$ cat config.mk
export PLATFORM = sky130hd
export DESIGN_NAME = utlb_cache
export DESIGN_NICKNAME = d
export VERILOG_FILES = /design/src/rtl/utlb_cache.sv
export SDC_FILE = /design/constraint.sdc
export NUM_CORES = 1
export LEC_CHECK = 0
export BUFFER_PORTS_ARGS = -buffer_cell sky130_fd_sc_hd__buf_2
export CORE_AREA = 2 2 148 150
export DETAILED_ROUTE_END_ITERATION = 10
export DIE_AREA = 0 0 150 152
export GPL_ROUTABILITY_DRIVEN = 0
export PLACE_DENSITY_LB_ADDON = 0.08
export SLEW_MARGIN = 40
export SYNTH_ARGS = -nofsm -noshare
export SYNTH_HDL_FRONTEND = slang
export SYNTH_SLANG_ARGS = --single-unit
$ cat constraint.sdc
create_clock -name clk -period 4.8 [get_ports clk]
set_input_delay 0.24 -clock clk [delete_from_list [all_inputs] [get_ports clk]]
set_output_delay 0.24 -clock clk [all_outputs]
set_load 0.02 [all_outputs]
$ cat src/rtl/utlb_cache.sv
// utlb_cache: micro-TLB in front of the main TLB, round-robin fill, optional ASID tagging (UTLB_ASID_EN)
module utlb_cache #(
  parameter int ENTRIES = 4,
  parameter int INDEX_W = 4
) (
  input  logic               clk,
  input  logic               reset,
  input  logic [31:0]        va,
  input  logic               use_tlb,
  input  logic [7:0]         asid,
  input  logic               addr_ok,
  input  logic               tlb_exception,
  input  logic               tlb_write,
  output logic [18:0]        s_vpn2,
  output logic               s_odd,
  input  logic [INDEX_W-1:0] s_index,
  input  logic               s_found,
  input  logic               s_d,
  input  logic               s_v,
  input  logic [19:0]        s_pfn,
  output logic               req_en,
  output logic [19:0]        out_pfn,
  output logic [INDEX_W-1:0] out_index,
  output logic               out_found,
  output logic               out_v,
  output logic               out_d,
  output logic [15:0]        miss_cnt
);
  localparam int PW = $clog2(ENTRIES);
  typedef struct packed {
    logic [19:0]        pfn;
    logic [INDEX_W-1:0] index;
    logic               found;
    logic               v;
    logic               d;
  } res_t;
  typedef struct packed {
    logic [18:0] vpn2;
    logic        odd;
`ifdef UTLB_ASID_EN
    logic [7:0]  asid;
`endif
    res_t        res;
  } ent_t;
  typedef enum logic [1:0] {IDLE = 2'b00, LOOKUP = 2'b01, WAIT = 2'b10} state_t;
  state_t             state, state_nxt;
  logic [ENTRIES-1:0] valid;
  ent_t               ent [ENTRIES];
  ent_t               fill;
  logic [PW-1:0]      ptr;
  res_t               res_q, hit_res, out;
  logic               hit, flush;
  assign s_vpn2 = va[31:13];
  assign s_odd  = va[12];
  assign fill.vpn2 = va[31:13];
  assign fill.odd  = va[12];
`ifdef UTLB_ASID_EN
  assign fill.asid = asid;
  assign flush = tlb_write;
`else
  logic [7:0] asid_q;
  assign flush = tlb_write | (asid != asid_q);
  // previous-cycle asid, so that any change flushes the entries
  always_ff @(posedge clk) asid_q <= asid;
`endif
  assign fill.res = '{pfn: s_pfn, index: s_index, found: s_found, v: s_v, d: s_d};
  // hit search; scanning downward lets the lowest-numbered hitting entry win
  always_comb begin
    hit = 1'b0;
    hit_res = '0;
    for (int i = ENTRIES - 1; i >= 0; i--)
      if (valid[i] && ent[i].vpn2 == va[31:13] && ent[i].odd == va[12]
`ifdef UTLB_ASID_EN
          && ent[i].asid == asid
`endif
         ) begin
        hit = 1'b1;
        hit_res = ent[i].res;
      end
  end
  // next state; the unused 11 encoding falls back to IDLE
  always_comb begin
    state_nxt = IDLE;
    state_nxt = (state == IDLE)   ? ((use_tlb && !hit) ? LOOKUP : IDLE) :
                (state == LOOKUP) ? WAIT :
                (state == WAIT && !(addr_ok || tlb_exception)) ? WAIT : IDLE;
  end
  // control state: FSM, valid bits, fill pointer, result register, miss counter
  always_ff @(posedge clk) begin
    if (reset) begin
      state    <= IDLE;
      valid    <= '0;
      ptr      <= '0;
      res_q    <= '0;
      miss_cnt <= '0;
    end else begin
      state <= state_nxt;
      valid <= flush ? '0 : (state == LOOKUP) ? (valid | (ENTRIES'(1) << ptr)) : valid;
      if (state == LOOKUP) begin
        res_q    <= fill.res;
        ptr      <= ptr + PW'(1);
        miss_cnt <= miss_cnt + 16'd1;
      end
    end
  end
  // entry payload, written at the round-robin slot when a lookup completes
  always_ff @(posedge clk) begin
    if (!reset && state == LOOKUP) ent[ptr] <= fill;
  end
  assign out = (state == IDLE) ? hit_res : res_q;
  assign {out_pfn, out_index, out_found, out_v, out_d} = out;
  assign req_en = ((hit || !use_tlb) && state == IDLE) || state == WAIT;
endmodule

Word-level counts from Yosys, hierarchy flattened --
Memory sizes are Yosys's and may differ from the RTL's. Cells that the tools add are included. Widths: inputs -> output; s select.
Word-level totals: register bits after elaboration 59, memory bits (writable) 188, bits of input ports 73, output and inout port bits 64, word-level logic and storage cells 63, memories 1
Memories:
- ent | depth 4, width 47, read ports 4, clocked after memory_dff 0, wr ports 1, line 48 | ent_t ent [ENTRIES];
Operators by class: $add $sub $neg 2, equal/unequal tests 11, shift-type cells 1, multiplexer cells 15, bitwise gates (word level) 2, reduce and logical (&&, ||, !) cells 21
Operators with widths (number):
- $mux 27 | 5
- $eq 19x19->1 | 4
- $add 16x1->16 const B | 1
- $logic_and 1x1->1 | 12
- $ne 8x8->1 | 1
- $mux 1 | 7
- $mux 2 | 3
- $eq 1x1->1 | 4
- $logic_not 1->1 | 4
- $or 4x4->4 | 1
- $shl 1x2->4 const A | 1
- $logic_or 1x1->1 | 3
- $add 2x1->2 const B | 1
- $eq 2x1->1 const B | 1
- $eq 2x2->1 const B | 1
- $logic_not 2->1 | 1
- $reduce_or 2->1 | 1
- $or 1x1->1 | 1

Depth between registers and ports, before layout --
depth in word-level cells 11, mapped depth 8

Worst setup path after synthesis --
No wires, ideal clock.
kind register to register, start point reg state[1], end point mem ent[3][0] (netlist bit), enable pin, setup time 0.520 ns, data arrival time 4.320 ns, data required time 4.280 ns, setup slack -0.040 ns, cell stages (with the launch flop) 5, path buffers 2, clock period less this slack 4.840 ns, cells stage by stage dfxtp_1 -> nand2b_1 -> clkbuf_1 -> clkbuf_1 -> nor3b_1
On the way: longest elaborated chain between the ends 4
Ends and longest elaborated chain:
- start, declared | line 46 | state_t state, state_nxt;
- start signal, assigned | line 97 | state <= state_nxt;
- $eq 2x1->1 | line 108 | if (!reset && state == LOOKUP) ent[ptr] <= fill;
- $logic_and 1x1->1 | line 108
- $mux 1 | line 108
- $mux 1 (implied by the code) | line 108
- end, declared | line 48
No other way between the ends.

==> impl_metrics.csv <==
group,metric,value,unit
die,start_util,48.9,%
routing,vias,7011,
die,rows,54,
power_and_ir_drop,power,0.00464,W
sta,fin_crit_sh,71.9,%
layout,fin_nets,1047,
yosys,ys_seq_area_share,65.4,%
routing,via_per_inst,5.52,
sta,slew_violations,0,
place,dp_slack,1.83,ns
layout,filler_cell_count,1755,
global_routing,track_usage,22.1,%
clock_network,htreeDepth,1,
sta,fin_crit,3.45,ns
setup_path,path_max_fanout,27,
routing,drc_errors,0,
die,die_w,150,um
setup_path,setup.worst_path.end_class,"output pin",
setup_path,cp.required,4.56,ns
sta,setup_viol,0,
clock_network,clk_transition_reported_paths,0.06,ns
min_path,hp-class,"in2reg",
job,maxCapViolations,0,
yosys,synth-seq-cells,247,
yosys,synth_area_per_cell,12.7,um^2
die,ios,137,
routing,wl_per_cell,19.8,um
global_routing,grt_max_degree,48,
power_and_ir_drop,power.share.combinational,6.4,%
die,design.die.area,22800,um^2
power_and_ir_drop,p_switching,0.000988,W
power_and_ir_drop,p_leak,4.53,nW
clock_network,cts_setup_buffers,0,
place,dpl.hpwl,14.8,mm
layout,final_cell_mix,"edfxtp_1, buf_2, nand2_1, xor2_1, dfxtp_1",
sta,hold_ws,0.0269,ns
global_routing,grt_pass1_wl,39.5,mm
yosys,synth_nets,899,
layout,final_common_cell,"edfxtp_1",
run_status,outcome,"complete, no violations",
routing,first_pass_iters,5,
routing,wl,25.1,mm
sta,maxSlewHeadroom,51.6,%
sta,finalHoldViolations,0,
clock_network,cts_buffers,26,
layout,final_cell_count_no_fill,1269,
global_routing,gr-total-overflow,0,
setup_path,arrival,3.21,ns
global_routing,grt_pass1_vias,7311,
yosys,synth-main-ff-cell,"edfxtp_1",
yosys,synthCells,821,
power_and_ir_drop,power_density,371,nW/um^2
layout,diodes,0,
yosys,yosys_warnings,0,
clock_network,cts.sinks,247,
power_and_ir_drop,pwr-share-clk,43.0,%
clock_network,insertion_delay,0.52,ns
sta,max_freq,290,MHz
power_and_ir_drop,p_seq_share,50.6,%
sta,tightest_slew,0.726,ns
clock_network,clk_path_buf_depth,3,
power_and_ir_drop,switching_share,21.3,%
yosys,yosysUniqueCellTypes,43,
clock_network,tritoncts,"yes",
die,core-area,21400,um^2
sta,rsz0062_at_grt,"false",
place,port_buffers,124,
clock_network,postCtsHoldBufs,35,
yosys,async_flop_share,0,%
sta,worst_slack,1.35,ns
yosys,netlist_area,10400,um^2
layout,area_growth,19.7,%
sta,tns,0,ns
setup_path,crit_type,"reg2out",
power_and_ir_drop,peakVddDrop,0.274,mV
setup_path,start_kind,"flip-flop",
die,die_height,152,um
power_and_ir_drop,internal_power,0.00365,W
clock_network,ctsResizeCount,0,
place,dp_cells,1186,
sta,skew,0.0141,ns
routing,ant_nets,0,
layout,drive_gt1_share,20.6,%
routing,drtIter0Drc,641,
yosys,synth_edf_count,188,
clock_network,clockRootBuffer,"clkbuf_16",
global_routing,antenna_found_initial,0,
==> worst max-delay path: stages (launching register included) <==
cell and delay, ns:
edfxtp_1 0.38, xor2_1 0.15, nor4_1 0.47, nand4_1 0.37, a2111oi_4 0.40, buf_4 0.42, a221oi_1 0.17, o21ai_2 0.13
buf_2 0.20
==> cells by family after synthesis <==
group                    after synthesis  synth area share, %
AND/OR/NAND/NOR                      285                 13.5
flip-flops                           247                 65.4
adder cells (fa/ha/maj)                5                0.599
AO/OA/AOI/OAI                         93                 5.75
buffers and inverters                 61                 3.52
multiplexers                          27                 2.59
XOR/XNOR                             103                 8.64
==> synthesized netlist by cell type (all sizes together) (16+ instances only) <==
master,n,area share [%]
and2,17,1.0
a211oi,16,1.2
edfxtp,188,54
xnor2,34,2.9
o21ai,28,1.6
nor3,31,1.5
buf,28,2.2
clkbuf,30,1.2
xor2,69,5.8
nor4,44,2.6
dfxtp,59,11
nand2,122,4.5
mux2i,27,2.6
nand4,17,1.0
nor2,20,0.72
a21oi,35,1.7
==> layout make-up <==
| type | instances | area, um^2 | area share (%) |
|---|---|---|---|
| well taps | 280 | 350 | 2.80 |
| multi-input cells | 513 | 3310 | 26.5 |
| clock buffers | 40 | 774 | 6.19 |
| clock inverters | 8 | 87.6 | 0.700 |
| inverters | 2 | 7.51 | 0.0600 |
| repair buffers | 179 | 1150 | 9.19 |
| flip-flops and latches | 247 | 6830 | 54.6 |
==> metrics by stage <==
step / area (um^2) / util, %
floorplan: 10400 / -
global placement: 11200 / 52.7
detailed placement: 11300 / 52.9
CTS: 12500 / 58.5
global route: 12500 / 58.6
finish: 12500 / 58.6
==> flip-flops by register name, indices dropped and copies added, names as in the netlist <==
| name | flops |
|---|---|
| asid_q | 8 |
| valid | 4 |
| ent | 188 |
| state | 2 |
| miss_cnt | 16 |
| res_q | 27 |
| ptr | 2 |
==> final timing paths <==
kind	from	to	slack, ns	depth (start not counted)
worst min-delay path	tlb_exception	state[1]	0.03	3
worst max-delay path	ent[1][29]	out_pfn[15]	1.35	8
worst max register to register	ent[0][27]	state[0]	2.61	7
worst min register to register	res_q[6]	res_q[6]	0.45	2
==> layer usage <==
| layer | share of wire, % | track usage, % |
|---|---|---|
| met2 | 48 | 36.9 |
| met5 | 0 | 0 |
| met3 | 6.4 | 3.72 |
| met4 | 1.9 | 5.88 |
| met1 | 43 | 30.2 |
==> power groups by stage <==
stage                     sequential (W)  combinational [W]  clock [W]
after global placement           0.00239           0.000261          0
after CTS                        0.00235           0.000297    0.00203
after detailed placement         0.00239           0.000274          0
after global routing             0.00235           0.000323    0.00211
after floorplan                  0.00239           0.000153          0
final                            0.00235           0.000296    0.00199
(Power assumes the default switching activity.)
